`config.mk`:
```
export PLATFORM = sky130hd
export DESIGN_NAME = mlp_infer_engine_flat
export DESIGN_NICKNAME = d
export VERILOG_FILES = /design/src/rtl/mlp_infer_engine_pkg.sv /design/src/rtl/mlp_infer_engine_if.sv /design/src/rtl/mlp_infer_engine_argmax.sv /design/src/rtl/mlp_infer_engine.sv /design/src/flat_wrapper.sv
export SDC_FILE = /design/constraint.sdc
export NUM_CORES = 2
export LEC_CHECK = 0
export ABC_CLOCK_PERIOD_IN_PS = 20500
export CORE_UTILIZATION = 66
export CTS_CLUSTER_SIZE = 10
export DETAILED_ROUTE_END_ITERATION = 8
export DONT_BUFFER_PORTS = 1
export PLACE_DENSITY = 0.87
export SLEW_MARGIN = 20
export SYNTH_ARGS = -nofsm -noshare
export SYNTH_HDL_FRONTEND = slang
export SYNTH_SLANG_ARGS = --single-unit
```
`constraint.sdc`:
```
create_clock -name clk -period 20.5 [get_ports clk]
set_input_delay 4.1 -clock clk [delete_from_list [all_inputs] [get_ports clk]]
set_output_delay 4.1 -clock clk [all_outputs]
set_load 0.01 [all_outputs]
```
`src/rtl/mlp_infer_engine_pkg.sv`:
```
// mlp_infer_pkg: FSM states, image modes and lane/saturation helpers; MLP_INFER_SATURATE_EN makes sat8 clamp instead of truncate
package mlp_infer_pkg;
  typedef enum logic [3:0] {IDLE, FC1, SCL1, RELU, FC2, SCL2, ARGMAX, SWAP, FC2B, SCL2B, ARGMAXB} state_e;
  localparam logic MODE_SINGLE = 1'b0;
  localparam logic MODE_SPLIT = 1'b1;
  localparam int MAX_LANES = 32;
  function automatic logic signed [7:0] lane_byte(input logic [MAX_LANES*8-1:0] row, input int k);
    return row[8*k +: 8];
  endfunction
  function automatic logic signed [7:0] sat8(input logic signed [31:0] v);
`ifdef MLP_INFER_SATURATE_EN
    return v > 32'sd127 ? 8'h7f : v < -32'sd128 ? 8'h80 : v[7:0];
`else
    return 8'(v);
`endif
  endfunction
endpackage

```
`src/rtl/mlp_infer_engine_if.sv`:
```
// mlp_infer_engine_if: host handshake and weight/input buffer bus of the inference engine
interface mlp_infer_engine_if #(parameter int HID_DIM = 10, parameter int ADDR_W = 8);
  logic start, split, busy, valid, result_tag;
  logic [3:0] inference_result;
  logic [ADDR_W-1:0] weight_addr, input_addr;
  logic [HID_DIM*8-1:0] weight_data;
  logic [15:0] input_data;
  modport master (output start, split, weight_data, input_data,
                  input busy, valid, result_tag, inference_result, weight_addr, input_addr);
  modport slave (input start, split, weight_data, input_data,
                 output busy, valid, result_tag, inference_result, weight_addr, input_addr);
endinterface

```
`src/rtl/mlp_infer_engine_argmax.sv`:
```
// mlp_argmax: signed argmax over OUT_DIM packed bytes, lowest index wins ties
module mlp_argmax #(parameter int OUT_DIM = 10) (
  input  logic [OUT_DIM*8-1:0] logits_i,
  output logic [3:0]           idx_o
);
  logic signed [7:0] best;
  // Strict greater-than keeps the earliest maximum
  always_comb begin
    best = logits_i[7:0];
    idx_o = '0;
    for (int i = 1; i < OUT_DIM; i++)
      if ($signed(logits_i[8*i +: 8]) > best) begin
        best = logits_i[8*i +: 8];
        idx_o = 4'(i);
      end
  end
endmodule

```
`src/rtl/mlp_infer_engine.sv`:
```
// mlp_infer_engine: FC1 -> scale -> ReLU -> FC2 -> scale -> argmax on one 8-bit or two 4-bit images; MLP_INFER_SATURATE_EN selects clamping sat8
module mlp_infer_engine
  import mlp_infer_pkg::*;
#(
  parameter int IN_DIM = 100,
  parameter int HID_DIM = 10,
  parameter int OUT_DIM = 10,
  parameter int ACC_W = 24,
  parameter int SHIFT1 = 2,
  parameter int SHIFT2 = 4,
  parameter int ADDR_W = 8
) (
  input logic clk,
  input logic rst_n,
  mlp_infer_engine_if.slave bus
);
  localparam int CW = ADDR_W + 1;
  localparam int HW = $clog2(HID_DIM);
  localparam logic [CW-1:0] C_IN = CW'(IN_DIM);
  localparam logic [CW-1:0] C_HID = CW'(HID_DIM);
  localparam logic [CW-1:0] C_ONE = CW'(1);
  state_e state_q, state_d;
  logic [CW-1:0] cnt_q, cnt_d;
  logic split_q, valid_q, tag_q;
  logic [3:0] res_q, am_idx;
  logic [ADDR_W-1:0] waddr_q, iaddr_q;
  logic signed [ACC_W-1:0] acc_a_q [HID_DIM];
  logic signed [ACC_W-1:0] acc_b_q [HID_DIM];
  logic signed [7:0] h_a_q [HID_DIM];
  logic signed [7:0] h_b_q [HID_DIM];
  logic signed [7:0] w [HID_DIM];
  logic signed [15:0] pa [HID_DIM];
  logic signed [15:0] pb [HID_DIM];
  logic signed [7:0] xa, xb, xs;
  logic [OUT_DIM*8-1:0] logits;
  logic accept, beat, clr, unused_bits;
  assign accept = state_q == IDLE && bus.start;
  assign beat = (state_q == FC1 || state_q == FC2 || state_q == FC2B) && cnt_q != '0;
  assign clr = accept || state_q == SCL1 || state_q == SWAP;
  assign unused_bits = ^bus.input_data[15:12];
  assign bus.busy = state_q != IDLE;
  assign bus.valid = valid_q;
  assign bus.result_tag = tag_q;
  assign bus.inference_result = res_q;
  assign bus.weight_addr = waddr_q;
  assign bus.input_addr = iaddr_q;
  mlp_argmax #(.OUT_DIM(OUT_DIM)) u_argmax (.logits_i(logits), .idx_o(am_idx));
  // State register and per-state cycle counter
  always_ff @(posedge clk or negedge rst_n) begin
    if (!rst_n) begin
      state_q <= IDLE;
      cnt_q <= '0;
    end else begin
      state_q <= state_d;
      cnt_q <= cnt_d;
    end
  end
  // Next state; the counter restarts on every state change
  always_comb begin
    state_d = state_q;
    unique case (state_q)
      IDLE:    state_d = bus.start ? FC1 : IDLE;
      FC1:     state_d = cnt_q == C_IN ? SCL1 : FC1;
      SCL1:    state_d = RELU;
      RELU:    state_d = FC2;
      FC2:     state_d = cnt_q == C_HID ? SCL2 : FC2;
      SCL2:    state_d = ARGMAX;
      ARGMAX:  state_d = split_q == MODE_SPLIT ? SWAP : IDLE;
      SWAP:    state_d = FC2B;
      FC2B:    state_d = cnt_q == C_HID ? SCL2B : FC2B;
      SCL2B:   state_d = ARGMAXB;
      ARGMAXB: state_d = IDLE;
      default: state_d = IDLE;
    endcase
    cnt_d = state_d != state_q ? '0 : cnt_q + C_ONE;
  end
  // Operand select and per-lane products; FC2 beat j (cnt j+1) consumes hidden value j
  always_comb begin
    xa = split_q == MODE_SPLIT ? {{4{bus.input_data[3]}}, bus.input_data[3:0]} : bus.input_data[7:0];
    xb = {{4{bus.input_data[11]}}, bus.input_data[11:8]};
    xs = state_q == FC1 ? xa : h_a_q[HW'(cnt_q - C_ONE)];
    logits = '0;
    for (int k = 0; k < HID_DIM; k++) begin
      w[k] = lane_byte((MAX_LANES*8)'(bus.weight_data), k);
      pa[k] = 16'(w[k]) * 16'(xs);
      pb[k] = 16'(w[k]) * 16'(xb);
    end
    for (int k = 0; k < OUT_DIM; k++) logits[8*k +: 8] = h_a_q[k];
  end
  // Addresses run one cycle ahead of data; logits reuse the working hidden registers
  always_ff @(posedge clk or negedge rst_n) begin
    if (!rst_n) begin
      split_q <= MODE_SINGLE;
      valid_q <= 1'b0;
      tag_q <= 1'b0;
      res_q <= '0;
      waddr_q <= '0;
      iaddr_q <= '0;
      for (int k = 0; k < HID_DIM; k++) begin
        acc_a_q[k] <= '0;
        acc_b_q[k] <= '0;
        h_a_q[k] <= '0;
        h_b_q[k] <= '0;
      end
    end else begin
      valid_q <= 1'b0;
      if (accept) begin
        split_q <= bus.split ? MODE_SPLIT : MODE_SINGLE;
        waddr_q <= '0;
        iaddr_q <= '0;
      end
      if (state_q == FC1 && cnt_q < C_IN) waddr_q <= waddr_q + ADDR_W'(1);
      if (state_q == FC1 && cnt_q < C_IN - C_ONE) iaddr_q <= iaddr_q + ADDR_W'(1);
      if ((state_q == FC2 || state_q == FC2B) && cnt_q < C_HID - C_ONE) waddr_q <= waddr_q + ADDR_W'(1);
      if (state_q == SWAP) waddr_q <= ADDR_W'(IN_DIM);
      if (state_q == ARGMAX || state_q == ARGMAXB) begin
        valid_q <= 1'b1;
        tag_q <= state_q == ARGMAXB;
        res_q <= am_idx;
      end
      for (int k = 0; k < HID_DIM; k++) begin
        if (clr) begin
          acc_a_q[k] <= '0;
          acc_b_q[k] <= '0;
        end else if (beat) begin
          acc_a_q[k] <= acc_a_q[k] + ACC_W'(pa[k]);
          if (state_q == FC1 && split_q == MODE_SPLIT) acc_b_q[k] <= acc_b_q[k] + ACC_W'(pb[k]);
        end
        if (state_q == SCL1) begin
          h_a_q[k] <= sat8(32'(acc_a_q[k] >>> SHIFT1));
          h_b_q[k] <= sat8(32'(acc_b_q[k] >>> SHIFT1));
        end
        if (state_q == RELU) begin
          h_a_q[k] <= h_a_q[k][7] ? '0 : h_a_q[k];
          h_b_q[k] <= h_b_q[k][7] ? '0 : h_b_q[k];
        end
        if (state_q == SCL2 || state_q == SCL2B) h_a_q[k] <= sat8(32'(acc_a_q[k] >>> SHIFT2));
        if (state_q == SWAP) h_a_q[k] <= h_b_q[k];
      end
    end
  end
endmodule
```
`src/flat_wrapper.sv`:
```
// flat-port wrapper written by rule: the top's interface ports become plain ports
module mlp_infer_engine_flat import mlp_infer_pkg::*;
#(
  parameter int IN_DIM = 100,
  parameter int HID_DIM = 10,
  parameter int OUT_DIM = 10,
  parameter int ACC_W = 24,
  parameter int SHIFT1 = 2,
  parameter int SHIFT2 = 4,
  parameter int ADDR_W = 8
)
  (clk, rst_n, bus_start, bus_split, bus_weight_data, bus_input_data, bus_busy, bus_valid, bus_result_tag, bus_inference_result, bus_weight_addr, bus_input_addr);
  mlp_infer_engine_if #(.HID_DIM(HID_DIM), .ADDR_W(ADDR_W)) bus_i ();
  input logic clk;
  input logic rst_n;
  input wire logic [$bits(bus_i.start)-1:0] bus_start;
  input wire logic [$bits(bus_i.split)-1:0] bus_split;
  input wire logic [$bits(bus_i.weight_data)-1:0] bus_weight_data;
  input wire logic [$bits(bus_i.input_data)-1:0] bus_input_data;
  output wire logic [$bits(bus_i.busy)-1:0] bus_busy;
  output wire logic [$bits(bus_i.valid)-1:0] bus_valid;
  output wire logic [$bits(bus_i.result_tag)-1:0] bus_result_tag;
  output wire logic [$bits(bus_i.inference_result)-1:0] bus_inference_result;
  output wire logic [$bits(bus_i.weight_addr)-1:0] bus_weight_addr;
  output wire logic [$bits(bus_i.input_addr)-1:0] bus_input_addr;
  assign bus_i.start = bus_start;
  assign bus_i.split = bus_split;
  assign bus_i.weight_data = bus_weight_data;
  assign bus_i.input_data = bus_input_data;
  assign bus_busy = bus_i.busy;
  assign bus_valid = bus_i.valid;
  assign bus_result_tag = bus_i.result_tag;
  assign bus_inference_result = bus_i.inference_result;
  assign bus_weight_addr = bus_i.weight_addr;
  assign bus_input_addr = bus_i.input_addr;
  mlp_infer_engine #(.IN_DIM(IN_DIM), .HID_DIM(HID_DIM), .OUT_DIM(OUT_DIM), .ACC_W(ACC_W), .SHIFT1(SHIFT1), .SHIFT2(SHIFT2), .ADDR_W(ADDR_W)) u_core (.clk(clk), .rst_n(rst_n), .bus(bus_i));
endmodule
```
==> run metrics <==
status=complete, no violations; Area growth syn-to-layout=3.883%; most common cell after layout, fill and taps aside=inv_1; fin crit share=0.9099; ANT nets after route=0; Clk pin slew, worst setup/hold paths=0.06 ns; post-DP HPWL=94.37 mm; most frequent cells in the layout=inv_1 (984), fa_1 (680), nand2_1 (589); Unique masters post-synth=83; Initial DRC Count=3080; Setup Skew=0.01680 ns; total grt overflow=0; CTS Root Cell=clkbuf_16; largest net degree at the start of global routing=417; Core Rows=103; setup slack at placement=2.165 ns; CP Capture Type=register; GPL Wtd Cong=0.9673; drt wl/cell=20.05 um; final wirelength=129.7 mm; Num Clock Sinks=416; Crit path top cell by count=a21oi_1; worst setup path class=register to register; slack of the critical path=1.847 ns; flops & latches, synth=416; initial antenna violation count=0; Async SR Flop Fraction=1.000; post-route non-filler standard cell count=6470; Primary FF master, synth=dfrtp_1; setup_tns=0 ns; layout net count=6722; final setup fails=0; Buffers & Inverters on Critical Path=6; CP delay by family, top=compound AO/OA/AOI/OAI gates; final hold violation count=0; Post-CTS Resized=0; f_max=53.61 MHz; DR vias/cell=6.100; # diodes=0; Worst Hold Depth=1; first-pass GRT wire length=216.7 mm; Mapped Area=52850 sq um; die height=285.0 um; Via Count=39.47k; maxcap violations=0; Fillers=5670; share of layout cells above drive strength 1=0.04207; Crit Reg-Reg Endpoint=u_core.bus.inference_result[2]$_DFFE_PN0P_; Worst Hold Class=register to register; Clock Path Buffers=3; Max stage delay on crit path=0.77 ns; placed insts=6405; setup bufs post-CTS=0; Worst Tran Pin Value=1.221 ns; r2r setup slk=1.85 ns; crit start category=register; CTS H-tree depth=2; total CTS buffers=49; CTS tree=built; Mean Syn Cell Area=9.423 sq um; reg2reg path depth=86; crit path max-delay cell type=a211oi_2; Worst Hold End=u_core.h_b_q[49]$_DFFE_PN0P_; Post-route DRC=0; Hold Startpoint=u_core.h_b_q[49]$_DFFE_PN0P_; Initial Utilization=0.6679; die area=81210 sq um; Final min period=18.65 ns; CP required=21.02 ns; Critical R2R Launch=u_core.h_a_q[67]$_DFFE_PN0P_; Worst-Skew Late Latency=0.60 ns; Core ar.=79130 sq um; First-pass DRT Iterations=6; final slew viol count=0; crit-path max FO=15; unrepaired setup endpoints after global routing=no; Port Buffers=0; crit path DAT=19.17 ns; cts hold-fix bufs=0; Post-synth EDFFs=0; # IOs=123; Die X=285.0 um; Slew headroom=0.1862; Syn Nets=6924; cells after synthesis=5608; Tot GR Track Use=0.3309; post-synthesis sequential area ratio=0.1970; vias in the first global route=41.94k; Synth warnings=0
synth_stat cells, types with 10 or more instances:
cell | instances | area (sq um)
o21bai_1 | 21 | 157.7
clkbuf_1 | 278 | 1044
ha_1 | 536 | 6706
nand2_1 | 589 | 2211
nor2b_1 | 227 | 1420
fa_1 | 680 | 13610
nor3_1 | 22 | 110.1
nand3_1 | 32 | 160.2
o21ai_1 | 19 | 95.09
xor2_1 | 91 | 797.0
a21o_1 | 110 | 825.8
o21ai_0 | 283 | 1416
dfrtp_1 | 416 | 10410
o211ai_1 | 10 | 75.07
mux2_2 | 21 | 236.5
buf_1 | 16 | 60.06
nand2b_1 | 115 | 719.4
and2_1 | 156 | 975.9
a221o_1 | 80 | 800.8
mux4_2 | 16 | 360.4
mux2i_1 | 30 | 300.3
nor2_1 | 102 | 382.9
xnor2_1 | 250 | 2190
a21oi_1 | 115 | 575.6
a22o_1 | 241 | 2111
or2_2 | 40 | 250.2
inv_1 | 985 | 3697
cell type report:
cell class                 count  area, sq um  share of cell area
clock buffer                  61         1344             0.02448
clock inverter                 4        26.28           0.0004786
inverter                     985         3697             0.06735
multi-input combinational   3909        37770              0.6880
sequential                   416        10410              0.1896
tap                         1050         1314             0.02393
timing repair buffer          45        337.8            0.006154
worst max path at each step:
stage	startpoint	endpoint	slack, ns	depth (start not counted)
floorplan	u_core.h_a_q[71]$_DFFE_PN0P_	u_core.bus.inference_result[1]$_DFFE_PN0P_	4.16	94
global placement	u_core.h_a_q[71]$_DFFE_PN0P_	u_core.bus.inference_result[2]$_DFFE_PN0P_	2.26	89
detailed placement	u_core.h_a_q[71]$_DFFE_PN0P_	u_core.bus.inference_result[2]$_DFFE_PN0P_	2.17	86
CTS	u_core.h_a_q[67]$_DFFE_PN0P_	u_core.bus.inference_result[2]$_DFFE_PN0P_	2.14	87
global route	u_core.h_a_q[75]$_DFFE_PN0P_	u_core.bus.inference_result[1]$_DFFE_PN0P_	0.19	90
finish	u_core.h_a_q[67]$_DFFE_PN0P_	u_core.bus.inference_result[2]$_DFFE_PN0P_	1.85	86
registers in the layout, indices dropped and copies added, names as in the netlist, 4 cells and up:
| register | count |
|---|---|
| u_core.acc_a_q | 120 |
| u_core.acc_b_q | 100 |
| u_core.h_a_q | 80 |
| u_core.h_b_q | 80 |
| u_core.cnt_q | 9 |
| u_core.bus.input_addr | 8 |
| u_core.bus.weight_addr | 8 |
| u_core.bus.inference_result | 4 |
| u_core.state_q | 4 |
worst register-to-register path: cells and delay by family, from the launching register on:
kind / cells / cell delay [ns]
buffers and inverters: 6 / 0.75
adders and majority gates: 9 / 2.67
muxes: 4 / 1.39
AOI/OAI and AO/OA: 41 / 8.87
and+or+nand+nor: 26 / 4.53
DFF: 1 / 0.41
through the flow:
step | area [sq um] | hold slack, ns | util
global route | 54900 | 0.5013 | 0.6938
floorplan | 52850 | 0.4609 | -
detailed placement | 53530 | 0.4763 | 0.6765
CTS | 54900 | 0.4957 | 0.6938
global placement | 53530 | 0.4769 | 0.6765
finish | 54900 | 0.4943 | 0.6938
layer usage:
layer	share of wire	vias to the layer above	track usage
met5	0	-	0
met4	0.031	0	0.1070
met3	0.065	261	0.03992
met2	0.49	1485	0.5643
met1	0.41	20280	0.4417
li1	-	17440	-
logic make-up after synthesis:
kind of cell,synth area share
compound gates,0.1278
fa+ha+maj,0.3845
flops,0.1970
xor+xnor,0.05651
buf+inv,0.09151
mux,0.01844
simple gates,0.1242
Power is not shown: default switching activity piles up to over one toggle a cycle in this logic, so the estimate is an artifact.
